<file path="config.mk">
export PLATFORM = sky130hd
export DESIGN_NAME = flip_iteration_scheduler
export DESIGN_NICKNAME = d
export VERILOG_FILES = /design/src/rtl/flip_iteration_scheduler.sv
export SDC_FILE = /design/constraint.sdc
export NUM_CORES = 1
export LEC_CHECK = 0
export ABC_CLOCK_PERIOD_IN_PS = 19800
export CAP_MARGIN = 0
export CORE_AREA = 2 2 338 340
export CTS_CLUSTER_DIAMETER = 200
export DETAILED_ROUTE_END_ITERATION = 6
export DIE_AREA = 0 0 340 342
export PLACE_DENSITY = 0.65
export SLEW_MARGIN = 5
export SYNTH_ARGS = -nofsm -noshare
export SYNTH_HDL_FRONTEND = slang
export SYNTH_SLANG_ARGS = --single-unit
</file>
<file path="constraint.sdc">
create_clock -name clk_i -period 19.8 [get_ports clk_i]
set_input_delay 3.96 -clock clk_i [delete_from_list [all_inputs] [get_ports clk_i]]
set_output_delay 3.96 -clock clk_i [all_outputs]
set_load 0.005 [all_outputs]
</file>
<file path="src/rtl/flip_iteration_scheduler.sv">
// rtl/flip_iteration_scheduler.sv - issues candidate spins, retires their energies in order and tracks the best result.
module flip_iteration_scheduler #(
  parameter int DATASPIN         = 256,
  parameter int ENERGY_TOTAL_BIT = 32,
  parameter int ITER_CNT_BIT     = 16,
  parameter int SPIN_DEPTH       = 2
) (
  input  logic                               clk_i,
  input  logic                               rst_i,
  input  logic                               start_i,
  input  logic [ITER_CNT_BIT-1:0]            iter_num_i,
  input  logic                               abort_i,
  input  logic                               cand_valid_i,
  input  logic [DATASPIN-1:0]                cand_spin_i,
  output logic                               cand_ready_o,
  output logic                               spin_valid_o,
  output logic [DATASPIN-1:0]                spin_o,
  input  logic                               spin_ready_i,
  input  logic                               energy_valid_i,
  input  logic signed [ENERGY_TOTAL_BIT-1:0] energy_i,
  output logic                               energy_ready_o,
  output logic                               flush_o,
  output logic                               en_comparison_o,
  output logic                               busy_o,
  output logic                               done_o,
  output logic [ITER_CNT_BIT-1:0]            iter_cnt_o,
  output logic signed [ENERGY_TOTAL_BIT-1:0] best_energy_o,
  output logic [DATASPIN-1:0]                best_spin_o
);

  localparam int PTR_W = (SPIN_DEPTH > 1) ? $clog2(SPIN_DEPTH) : 1;

  typedef enum logic [1:0] {S_IDLE, S_RUN, S_DRAIN, S_DONE} state_t;

  state_t                              state_q, state_d;
  logic [ITER_CNT_BIT-1:0]             target_q, target_d;
  logic [ITER_CNT_BIT-1:0]             issued_q, issued_d;
  logic [ITER_CNT_BIT-1:0]             retired_q, retired_d;
  logic [ITER_CNT_BIT-1:0]             outstanding;
  logic                                best_valid_q, best_valid_d;
  logic signed [ENERGY_TOTAL_BIT-1:0]  best_energy_q, best_energy_d;
  logic [DATASPIN-1:0]                 best_spin_q, best_spin_d;
  logic [DATASPIN-1:0]                 tag_mem_q [SPIN_DEPTH];
  logic [PTR_W-1:0]                    wr_ptr_q, rd_ptr_q;
  logic                                in_run, active, issue_allow;
  logic                                issue_fire, retire_fire, start_fire;

  function automatic logic [PTR_W-1:0] ptr_inc(input logic [PTR_W-1:0] p);
    return (p == PTR_W'(SPIN_DEPTH - 1)) ? '0 : p + 1'b1;
  endfunction

  // Reset and abort gate every handshake combinationally so nothing slips through that cycle.
  assign in_run      = (state_q == S_RUN) || (state_q == S_DRAIN);
  assign active      = in_run && !rst_i && !abort_i;
  assign outstanding = issued_q - retired_q;
  assign issue_allow = (state_q == S_RUN) && !rst_i && !abort_i && (issued_q < target_q)
                       && (outstanding < ITER_CNT_BIT'(SPIN_DEPTH));

  assign spin_valid_o    = cand_valid_i && issue_allow;
  assign spin_o          = cand_spin_i;
  assign cand_ready_o    = spin_ready_i && issue_allow;
  assign energy_ready_o  = active && (outstanding != '0);
  assign issue_fire      = spin_valid_o && spin_ready_i;
  assign retire_fire     = energy_valid_i && energy_ready_o;
  assign start_fire      = ((state_q == S_IDLE) || (state_q == S_DONE)) && start_i && !abort_i && !rst_i;
  assign flush_o         = !rst_i && (abort_i || start_fire);
  assign en_comparison_o = best_valid_q && in_run && !rst_i;
  assign busy_o          = in_run && !rst_i;
  assign done_o          = (state_q == S_DONE) && !rst_i;
  assign iter_cnt_o      = retired_q;
  assign best_energy_o   = best_energy_q;
  assign best_spin_o     = best_spin_q;

  always_comb begin
    state_d       = state_q;
    target_d      = target_q;
    issued_d      = issued_q;
    retired_d     = retired_q;
    best_valid_d  = best_valid_q;
    best_energy_d = best_energy_q;
    best_spin_d   = best_spin_q;
    if (start_fire) begin
      target_d     = iter_num_i;
      issued_d     = '0;
      retired_d    = '0;
      best_valid_d = 1'b0;
      state_d      = (iter_num_i != '0) ? S_RUN : S_DONE;
    end else if (abort_i) begin
      state_d = S_IDLE;
    end else begin
      if (issue_fire) issued_d = issued_q + 1'b1;
      if (retire_fire) begin
        retired_d = retired_q + 1'b1;
        // Strict compare: an equal energy never displaces the earlier spin.
        if (!best_valid_q || (energy_i < best_energy_q)) begin
          best_energy_d = energy_i;
          best_spin_d   = tag_mem_q[rd_ptr_q];
          best_valid_d  = 1'b1;
        end
      end
      case (state_q)
        S_RUN: begin
          if (retired_d == target_q)     state_d = S_DONE;
          else if (issued_d == target_q) state_d = S_DRAIN;
        end
        S_DRAIN: begin
          if (retired_d == target_q) state_d = S_DONE;
        end
        default: ;
      endcase
    end
  end

  always_ff @(posedge clk_i) begin
    if (rst_i) begin
      state_q       <= S_IDLE;
      target_q      <= '0;
      issued_q      <= '0;
      retired_q     <= '0;
      best_valid_q  <= 1'b0;
      best_energy_q <= '0;
      best_spin_q   <= '0;
      wr_ptr_q      <= '0;
      rd_ptr_q      <= '0;
    end else begin
      state_q       <= state_d;
      target_q      <= target_d;
      issued_q      <= issued_d;
      retired_q     <= retired_d;
      best_valid_q  <= best_valid_d;
      best_energy_q <= best_energy_d;
      best_spin_q   <= best_spin_d;
      if (abort_i || start_fire) begin
        wr_ptr_q <= '0;
        rd_ptr_q <= '0;
      end else begin
        if (issue_fire)  wr_ptr_q <= ptr_inc(wr_ptr_q);
        if (retire_fire) rd_ptr_q <= ptr_inc(rd_ptr_q);
      end
    end
  end

  // Tag storage carries data only; validity is tracked by the pointers and counters.
  always_ff @(posedge clk_i) begin
    if (issue_fire) tag_mem_q[wr_ptr_q] <= cand_spin_i;
  end

endmodule

</file>
After elaboration in Yosys (flattened, before gate mapping). Memory sizes are Yosys's and may differ from the RTL's. A register that Yosys moved wholly into a read port is not among the register bits. Cells that the tools add are included.

Bitwise logic cells: 2. Reductions and logical operators: 34. Muxes and demuxes: 17. $lt $le $gt $ge: 3. $add $sub $neg: 5. Equality and inequality tests: 7.

Operators with widths (count): two-way mux 16 bit (6); adder 16 x 1 -> 16 bit, second input constant (2); equality test 16 bit (2); < comparator 32 bit (1); nonzero test 16 bit (2); logical AND 1 bit (18); < comparator 16 bit (1); < comparator 16 x 2 -> 1 bit, second input constant (1); subtractor 16 bit (1); two-way mux 2 bit (6); AND reduction 3 bit (2); != test 5 x 3 -> 1 bit, second input constant (1); equality test 2 bit, second input constant (2); logical OR 1 bit (4); two-way mux 1 bit (4); != test 4 x 3 -> 1 bit, second input constant (1); case mux 2 bit (2 select lines) (1); AND reduction 4 bit (1); nonzero test 4 bit (1); OR reduction 2 bit (2); logical NOT 1 bit (3); adder 1 bit, second input constant (2); equality test 2 x 1 -> 1 bit, second input constant (1); logical NOT 2 bit (1); inverter 1 bit (2).

Memories kept: 1. Bits in writable memories: 512. Input port bits: 311. Bits in registers: 85. Output and inout bits: 567. Logic and storage cells: 77.

Memory list: tag_mem_q (depth 2, width 256, read ports 1, clocked after memory_dff 1, wr ports 1, line 43) `logic [DATASPIN-1:0] tag_mem_q [SPIN_DEPTH];`.

Longest topological paths before layout. Gate-level depths: netlist of the first run.

Word-level depth: 16. Gate-level depth with buffers: 19. Mapped depth without buffers: 16.

Worst setup path after synthesis of the first run. OpenSTA, ideal clock, no wires.

Kind: in2reg. From: in abort_i. To: mem tag_mem_q[0][0], enable pin. Library setup time: 908 ps. Buffers on the path: 1. Data required time: 18892 ps. Stages on the path: 8. Data arrival time: 16675 ps. Setup slack: 2216 ps. Cell sequence: clkbuf_1 > nor2_1 > and4b_1 > o41ai_1 > a31oi_1 > nand3_1 > nor4_4 > nor2b_1.

Cells in the longest elaborated chain, start to end: 8.

RTL lines: from (decl) (line 12) `input logic abort_i,`; logical NOT 1 bit (line 56) `assign issue_allow = (state_q == S_RUN) && !rst_i && !abort_i && (issued_q < target_q)`; logical AND 1 bit (2 in a row) (line 56); logical AND 1 bit (line 57) `&& (outstanding < ITER_CNT_BIT'(SPIN_DEPTH));`; logical AND 1 bit (line 59) `assign spin_valid_o = cand_valid_i && issue_allow;`; logical AND 1 bit (line 63) `assign issue_fire = spin_valid_o && spin_ready_i;`; two-way mux 1 bit (line 145) `if (issue_fire) tag_mem_q[wr_ptr_q] <= cand_spin_i;`; two-way mux 1 bit (implied by the code) (line 145); to (decl) (line 43).

No other way between the ends.

Worst setup path after layout of the first run.
From: in abort_i. To: out cand_ready_o.

Cells in the longest elaborated chain, start to end: 5.

RTL lines: logical NOT 1 bit (line 56); logical AND 1 bit (2 in a row) (line 56); logical AND 1 bit (line 57); logical AND 1 bit (line 61) `assign cand_ready_o = spin_ready_i && issue_allow;`; to (decl) (line 15) `output logic cand_ready_o,`.

No other way between the ends.

==> flow_results.org, run 1 <==
** Run status
- Result of the run :: finished clean

** Timing
- For this run, the top clock speed supported by timing is 90.5 MHz.
- Number of hold violations in the final report :: 0
- Of the available clock period, the critical path in the final layout requires 55.8%.
- Across all hold checks on the routed design, the worst slack comes to 0.496 ns.
- For the final database, setup skew stands at 0.0363 ns.
- Relative max-transition margin :: 25.3%
- Unrepaired setup endpoints after global routing :: no
- Minimum clock period after layout :: 11.05 ns
- Final number of max-transition violations :: 0
- For the pin with the worst max-slew slack, the measured transition is 1.12 ns.
- Number of failing setup endpoints in the final timing report :: 0
- Total negative slack for setup checks :: 0 ns

** Route
- Pre-antenna DRT Iters :: 5
- After the first detailed-routing iteration, the DRC count stood at 1186.
- In the routed layout, each cell is associated on average with a via count of 4.66.
- Average wire length per cell after detail routing :: 20.3 um
- The count of nets left with antenna violations once routing finished came out at 0.
- For this run, design rule violations remaining after detail routing come to 0.
- Wires add up to 100000 um.
- For this block, the via count after detailed routing is 23000.

** Setup path
- Endpoint of the worst-slack reg-to-reg timing path :: best_spin_o[62]$_SDFFE_PP0P_
- Along the worst path, the maximum fanout reaches 8.
- Critical Path End Type :: primary output
- Largest stage delay on the critical path :: 0.70 ns
- Startpoint Class :: input pin
- Crit path max-delay cell type :: sky130_fd_sc_hd__nor3_1
- Measured in cells, the most critical reg-to-reg path has a length of 16.
- Worst reg2reg startpoint :: iter_cnt_o[1]$_SDFFE_PP0N_
- The number of buffers and inverters on the critical path is 2.
- Signal arrival time at the worst endpoint :: 7.09 ns
- In this run the register-to-register setup slack is 12.70 ns.
- Required time reported for the critical path endpoint :: 15.84 ns
- Family of cells with the greatest summed delay on the critical path :: simple AND/OR/NAND/NOR gates
- Critical Setup Path Class :: input pin to primary output
- Ordered list of cells on the worst path :: clkdlybuf4s50_1 > nor2_1 > and4b_1 > o41ai_1 > a31oi_1 > nand3_1 > nor3_1 > and2_1 > clkdlybuf4s50_1
- Among the stages of the critical path, the cell type that occurs most often is sky130_fd_sc_hd__clkdlybuf4s50_1.

** Final layout
- FF+latch area :: 0.0222 mm^2
- In the final layout, the share of cells above drive strength 1 is 5.30%.
- Compared with the post-synthesis result, the final layout area differs by 32.7%.
- Net count, final :: 3715
- Counting the fill cells in the layout gives 10500.
- Multi-input gate area in the final layout :: 0.0100 mm^2

** Clock network
- Buffers from clock root to sink, at most :: 3
- Clock insertion delay at the later pin of the skew report :: 0.67 ns
- Clock sink total :: 853
- TritonCTS buffer count :: 91
- TritonCTS built the clock tree.
- Clock slew seen by the registers of the worst setup and hold paths :: 0.06 ns
- Clock root buffer :: sky130_fd_sc_hd__clkbuf_16
- Hold_buf cts :: 0
- Post-CTS repair changed the size of 0 cells.
- Once the clock tree was built, the setup fixing pass inserted 0 buffers.
- CTS built an H-tree with a depth of 3.

** Synth
- For this run, the leading register cell type out of synthesis is sky130_fd_sc_hd__edfxtp_1.
- Synthesis instantiated 77 different standard cells from the library.
- Share of synthesized flip-flops with an asynchronous set or reset :: 0%
- The top cell type by area accounts for 44.0% of the synthesized area.
- Cells after Synth :: 2751
- Library cell with the largest summed area after synthesis :: sky130_fd_sc_hd__edfxtp_1
- For this run, the number of Yosys warnings is 0.
- After synthesis, flip-flops and latches occupy 63.5% of the total area.
- After synthesis the cells add up to 0.0350 mm^2.
- Yosys attributes the largest share of cell area to sky130_fd_sc_hd__edfxtp_1 44%, sky130_fd_sc_hd__dfxtp_1 20%, sky130_fd_sc_hd__mux2i_1 8.3%.
- Yosys instantiated no cell more often than sky130_fd_sc_hd__edfxtp_1.
- Dividing the synthesized area by the synthesized cell count gives 12.7 um^2.
- After synthesis the netlist holds a flip-flop and latch count of 853.
- The synthesized design contains 512 enable-type register cells.
- Post-synth top cells :: 512 x sky130_fd_sc_hd__edfxtp_1, 365 x sky130_fd_sc_hd__nor2_1, 341 x sky130_fd_sc_hd__dfxtp_1
- Nets in the synthesized netlist :: 3129

** Power and ir drop
- Clock power frac :: 45.0%
- Pwr per Cell Area :: 82.1 mW/mm^2
- Static leakage :: 14.7 nW
- Total power of the final layout :: 0.00381 W
- IR analysis of the VDD net gives a maximum drop of 0.0000914 V.
- Sequential Power Share :: 49.6%
- Of the total power, the share spent switching nets is 21.4%.
- Cell internal power was estimated by the tool at 0.00299 W.
- In this run, the combinational gates consume 5.4% of the power.
- Switching Power :: 0.000814 W

** Floorplanning
- The region available for standard cell placement spans 0.113 mm^2.
- Chip height :: 342 um
- Die area :: 0.116 mm^2
- Measured along the x axis, the die boundary spans 340 um.
- In this run the count of I/O pins placed on the die edge is 878.
- Number of standard-cell rows in the floorplan :: 124
- For this configuration, the core starts out at a cell density of 30.9%.

** Hold path
- The path with the worst hold slack has its endpoint at best_spin_o[32]$_SDFFE_PP0P_.
- The worst hold path begins at best_spin_o[32]$_SDFFE_PP0P_.
- The min-delay analysis places its worst path in the category register to register.
- Hold depth :: 2

** Global route
- Grt total ovfl :: 0
- Via count of the first global-routing pass :: 22400
- Pin count of the biggest net entering global routing :: 122
- Global routing used 16.5% of the available tracks across all layers.
- Global-route wire length before repair :: 146000 um
- Antenna violations before repair :: 4

** Placement
- After legalization and detailed placement, the total HPWL measured 71200 um.
- Buffers placed on the I/O ports in this run total 877.
- RD Place Congestion :: 0.893

** Flow run
- The tool flagged a number of max-cap violations equal to 0.
cells by family after synthesis:
logic type | Yosys count | share of synthesized area [%]
AOI/OAI and AO/OA | 425 | 8.87
xor gates and xnor gates | 69 | 1.73
adders and majority gates | 67 | 2.42
buffers and inverters | 478 | 7.93
DFF | 853 | 63.5
muxes | 294 | 8.43
and+or+nand+nor | 565 | 7.12
metal layers:
layer / routed length [um] / GRT usage, %
met2: 49100 / 27.8
met3: 5920 / 3.60
met1: 42800 / 21.3
met5: 24 / 0
met4: 2200 / 5.08
final cells by class:
class,count,area share [%]
Tap cell,1512,4.08
Antenna cell,1,0.00540
Clock inverter,52,1.16
Inverter,72,0.583
Sequential cell,853,47.9
Multi-Input combinational cell,1420,21.6
Clock buffer,118,5.35
Timing Repair Buffer,899,19.3
how the worst max path moves through the flow:
stage,startpoint,endpoint,cells past startpoint
3_5_place_dp,abort_i,cand_ready_o,9
4_1_cts,abort_i,cand_ready_o,9
5_1_grt,abort_i,cand_ready_o,9
3_3_place_gp,abort_i,cand_ready_o,9
2_1_floorplan,abort_i,tag_mem_q[0][0]$_DFFE_PP_,8
6_report,abort_i,cand_ready_o,9
worst register-to-register path, stage by stage, from the launching register on:
cell and delay, ns:
sky130_fd_sc_hd__dfxtp_1 0.53, sky130_fd_sc_hd__inv_1 0.15, sky130_fd_sc_hd__ha_1 0.29, sky130_fd_sc_hd__nor2b_1 0.18, sky130_fd_sc_hd__o2111ai_1 0.18, sky130_fd_sc_hd__and2_1 0.27
sky130_fd_sc_hd__o31ai_1 0.33, sky130_fd_sc_hd__mux2_2 0.42, sky130_fd_sc_hd__and4bb_1 0.38, sky130_fd_sc_hd__a21o_1 0.42, sky130_fd_sc_hd__a31oi_4 0.21, sky130_fd_sc_hd__buf_4 0.82
sky130_fd_sc_hd__buf_4 0.78, sky130_fd_sc_hd__buf_4 0.80, sky130_fd_sc_hd__buf_4 0.84, sky130_fd_sc_hd__nor2_1 0.18, sky130_fd_sc_hd__a211oi_1 0.25
registers in the layout, indices dropped and copies added, names as in the netlist:
signal	cells
best_spin_o	256
issued_q	16
state_q	2
rd_ptr_q	1
iter_cnt_o	16
target_q	16
best_energy_o	32
tag_mem_q	512
best_valid_q	1
wr_ptr_q	1
cells in the final DEF (no fill, tap or decap), types with 27 or more instances in the layout:
cell type / Yosys / layout
sky130_fd_sc_hd__nand3_1: 34 / 34
sky130_fd_sc_hd__edfxtp_1: 512 / 512
sky130_fd_sc_hd__clkbuf_16: 0 / 92
sky130_fd_sc_hd__a211oi_1: 264 / 264
sky130_fd_sc_hd__a21o_1: 27 / 27
sky130_fd_sc_hd__xnor2_1: 48 / 48
sky130_fd_sc_hd__dfxtp_1: 341 / 340
sky130_fd_sc_hd__inv_1: 72 / 72
sky130_fd_sc_hd__nor2_1: 365 / 365
sky130_fd_sc_hd__mux2i_1: 291 / 291
sky130_fd_sc_hd__clkdlybuf4s50_1: 0 / 876
sky130_fd_sc_hd__o21ai_0: 30 / 30
sky130_fd_sc_hd__a21oi_1: 30 / 30
sky130_fd_sc_hd__nand2_1: 54 / 54
sky130_fd_sc_hd__ha_1: 66 / 66
metrics by stage:
step	setup slack (ns)	cells	area (um^2)	utilization [%]
6_report	8.75	4927	46400	41.0
3_3_place_gp	8.83	4756	43400	38.3
3_5_place_dp	8.81	4756	43400	38.3
2_1_floorplan	2.22	2751	35000	-
4_1_cts	8.79	4926	46400	41.0
5_1_grt	8.64	4926	46400	41.0
power by group through the flow:
stage	clock [W]	sequential, W	combinational (W)
global route	0.00183	0.00189	0.000220
detailed placement	0	0.00193	0.000207
global placement	0	0.00193	0.000205
finish	0.00171	0.00189	0.000207
CTS	0.00176	0.00189	0.000208
floorplan	0	0.00193	0.0000824
Note: power is estimated with default switching activity, not from simulation.
==> run 2: changes to the inputs <==
--- a/config.mk
+++ b/config.mk
@@ -5,7 +5,7 @@
 export SDC_FILE = /design/constraint.sdc
 export NUM_CORES = 1
 export LEC_CHECK = 0
-export ABC_CLOCK_PERIOD_IN_PS = 19800
+export ABC_CLOCK_PERIOD_IN_PS = 11300
 export CAP_MARGIN = 0
 export CORE_AREA = 2 2 338 340
 export CTS_CLUSTER_DIAMETER = 200
==> constraint.sdc (replaced) <==
create_clock -name clk_i -period 11.3 [get_ports clk_i]
set_input_delay 2.26 -clock clk_i [delete_from_list [all_inputs] [get_ports clk_i]]
set_output_delay 2.26 -clock clk_i [all_outputs]
set_load 0.005 [all_outputs]
==> run 2 against run 1 <==
  * Global-route usage is 0.070 points higher
  * Clock skew increased by 0.0096 ns
  * Critical path depth unchanged
  * Register-to-register slack worse by 7.2 ns
  * Final cell count is essentially flat
  * Sequential share of layout area decreased by 0.19 points
  * Core utilization increased by 0.17 points
  * Clock-buffer cell count decreased by 2
  * Critical endpoint is now spin_valid_o
  * Largest power group unchanged
  * Highest routed layer unchanged
==> flow_results.org, run 2 (synthesis gave the netlist of run 1 again) <==
** Timing
- Relative max-transition margin :: 19.8% (-5.5 points)
- The number of hold violations in the final report was 0 (unchanged).
- The final total negative setup slack is 0 ns (unchanged).
- Unrepaired setup endpoints after global routing :: no
- Final number of max-transition violations :: 0 (unchanged)
- Timing-limited maximum frequency :: 131 MHz
- The worst-margin pin slew was 1.20 ns (+0.0830 ns).
- Minimum clock period after layout :: 7.66 ns
- The number of setup violations in the final report is 0 (unchanged).
- Final worst path period share :: 67.8%
- The worst setup slack after layout is 3.64 ns (-5.11 ns).
- Final Hold Slack :: 0.496 ns (+0.000188 ns)
- The setup clock skew after layout is 0.0460 ns (+0.00963 ns).

** Placement
- RD Place Congestion :: 0.887 (-0.64%)
- I/O Buffers :: 877 (unchanged)
- Post-Place Cell Area :: 0.0434 mm^2 (about the same)
- The HPWL after detailed placement came to 70300 um (-1.3%).
- The pre-CTS worst setup slack came to 3.78 ns (-5.03 ns).

** Power and ir drop
- Part of the total power dissipated in combinational logic :: 5.4% (about the same)
- Pwr per Cell Area :: 146 mW/mm^2 (+78%)
- Switching share of total power :: 21.7% (+0.37 points)
- The switching power of the nets was 0.00148 W (+82%).
- The clock network fraction of design power came to 46.0% (+1.0 points).
- The total design power came to 0.00680 W (+79%).
- Internal cell power :: 0.00532 W (+78%)
- The maximum VDD drop came to 0.000125 V (+37%).
- The part of the total power dissipated in sequential elements is 48.6% (-1.0 points).
- The leakage power is 14.8 nW (+0.37%).

** Clock network
- The number of sinks handled by clock tree synthesis is 853 (unchanged).
- Hold_buf cts :: 0 (unchanged)
- The total CTS buffers is 92 (+1.1%).
- The count of instances resized after the clock tree is built was 0 (unchanged).
- CTS H-Tree Depth :: 3 (unchanged)
- TritonCTS built the clock tree.
- The clock-pin transition on the worst setup and hold timing paths was 0.06 ns (about the same).
- Number of buffers inserted to repair setup after CTS :: 0 (unchanged)
- Clock root buffer :: sky130_fd_sc_hd__clkbuf_16
- The deepest clock path buffer count was 3 (unchanged).
- The clock network latency to the later pin of the worst-skew pair is 0.68 ns (about the same).

** Final layout
- The ratio of cells with drive above 1 in the final layout came to 5.51% (+0.21 points).
- Largest register by flop count :: tag_mem_q
- Fillers :: 10500 (-0.37%)
- The library cell used most frequently in the layout, excluding fill and tap cells, is sky130_fd_sc_hd__clkdlybuf4s50_1.
- Net count, final :: 3710 (-0.13%)
- Area growth, synth to finish :: 33.2%
- Largest register FFs :: 512 (unchanged)
- FF+latch area :: 0.0222 mm^2 (unchanged)
- Most frequent cells in the layout :: 876 x sky130_fd_sc_hd__clkdlybuf4s50_1, 512 x sky130_fd_sc_hd__edfxtp_1, 365 x sky130_fd_sc_hd__nor2_1
- The cell area after layout is 0.0466 mm^2 (+0.41%).
- The area used by multi-input combinational logic came to 0.0100 mm^2 (unchanged).

** Global route
- The total track usage came to 16.6% (+0.070 points).
- The total congestion overflow after global routing was 0 (unchanged).
- met2 is the most crowded layer.
- Via count of the first global-routing pass :: 22500 (+0.27%)
- The global routing met1 resource utilization was 21.4% (+0.16 points).
- The first-pass GRT wire length was 147000 um (+0.68%).
- GRT met3 Usage :: 3.39% (-0.21 points)
- The met2 track demand over resource in global routing was 28.2% (+0.36 points).
- The number of antenna violations at the first check in global routing was 6 (+2).
- Pin count of the biggest net entering global routing :: 203 (+66%)

** Route
- The total number of vias is 23000 (-0.070%).
- Antenna violation net count after detailed routing :: 0 (unchanged)
- The via density per instance came to 4.66 (about the same).
- Starting DRT DRC Count :: 1294 (+9.1%)
- The total DRC errors in the routed layout came to 0 (unchanged).
- The routed wire length came to 101000 um (+1.0%).
- Average wire length per cell after detail routing :: 20.5 um (+1.1%)
- Pre-antenna DRT Iters :: 5 (unchanged)

** Floorplanning
- The placement row count was 124 (unchanged).
- Die extent in x :: 340 um (unchanged)
- Starting Density :: 30.9% (unchanged)
- Ports placed on the boundary :: 878 (unchanged)
- Chip height :: 342 um (unchanged)
- Die area :: 0.116 mm^2 (unchanged)
- The core area was 0.113 mm^2 (unchanged).

** Hold path
- Class of the tightest hold or removal check :: register to register

** Setup path
- The worst endpoint data arrival time is 5.40 ns (-1.69 ns).
- The delay contributed by the slowest stage of the critical path was 0.76 ns (+0.06 ns).
- The data required time at the worst endpoint was 9.04 ns (-6.80 ns).
- The worst setup path is launched from an input pin.
- The peak fanout along the critical path is 8 (unchanged).
- By instance count, the cell type seen most on the critical path is sky130_fd_sc_hd__clkdlybuf4s50_1.
- Critical Setup Path Class :: input pin to primary output
- STA classifies the critical path endpoint as a primary output.
- Crit path max-delay cell type :: sky130_fd_sc_hd__nor3_1
- Ordered list of cells on the worst path :: clkdlybuf4s50_1 > nor2_1 > and4b_1 > o41ai_1 > a31oi_1 > nand3_1 > nor3_1 > and2_1 > clkdlybuf4s50_1

** Run status
- The run finished with clean final reports.

** Flow run
- Max_cap viols :: 0 (unchanged)
==> run 2: cell types whose count changed in the layout (fill, tap and decap cells not counted), sizes merged <==
cell | previous run | this run
buf | 23 | 17
bufinv | 8 | 10
clkbuf | 118 | 116
clkinv | 37 | 36
clkinvlp | 4 | 6
inv | 75 | 77
==> run 2: final timing paths <==
| kind | start | end | cells after the start | slack (ns) |
|---|---|---|---|---|
| max | abort_i | spin_valid_o | 9 | 3.64 |
| min | best_spin_o[188]$_SDFFE_PP0P_ | best_spin_o[188]$_SDFFE_PP0P_ | 2 | 0.50 |
| max reg2reg | iter_cnt_o[1]$_SDFFE_PP0N_ | best_spin_o[60]$_SDFFE_PP0P_ | 14 | 5.47 |
| min reg2reg | best_spin_o[188]$_SDFFE_PP0P_ | best_spin_o[188]$_SDFFE_PP0P_ | 2 | 0.50 |
==> run 2: critical path, delay by kind of cell <==
| family | cells | cell delay [ns] |
|---|---|---|
| buf+inv | 2 | 1.06 |
| simple gates | 5 | 1.71 |
| compound gates | 2 | 0.36 |
==> run 2: cell type report <==
class	instances	area share (%)
flip-flops and latches	853	47.7
multi-input cells	1420	21.5
repair buffers	893	19.3
clock buffers	116	5.35
well taps	1512	4.06
clock inverters	57	1.50
inverters	72	0.580
diodes	1	0.00537
==> run 2: routing by layer <==
metal / up-vias / part of all wire, %
met5: - / 0.013
met4: 2 / 2.4
met3: 137 / 5.2
met2: 653 / 49
met1: 11200 / 43
li1: 11000 / -
==> run 2: metrics by stage <==
stage                     utilization (%)  instances
final                                41.2       4924
after global routing                 41.2       4923
after CTS                            41.2       4923
after detailed placement             38.4       4750
after global placement               38.4       4750
after floorplan                         -       2751
==> run 2: power groups by stage <==
stage	Combinational, W	Clock (W)	Sequential [W]
final	0.000365	0.00313	0.00331
after floorplan	0.000144	0	0.00337
after CTS	0.000369	0.00321	0.00331
after global placement	0.000364	0	0.00338
after global routing	0.000388	0.00333	0.00331
after detailed placement	0.000366	0	0.00338
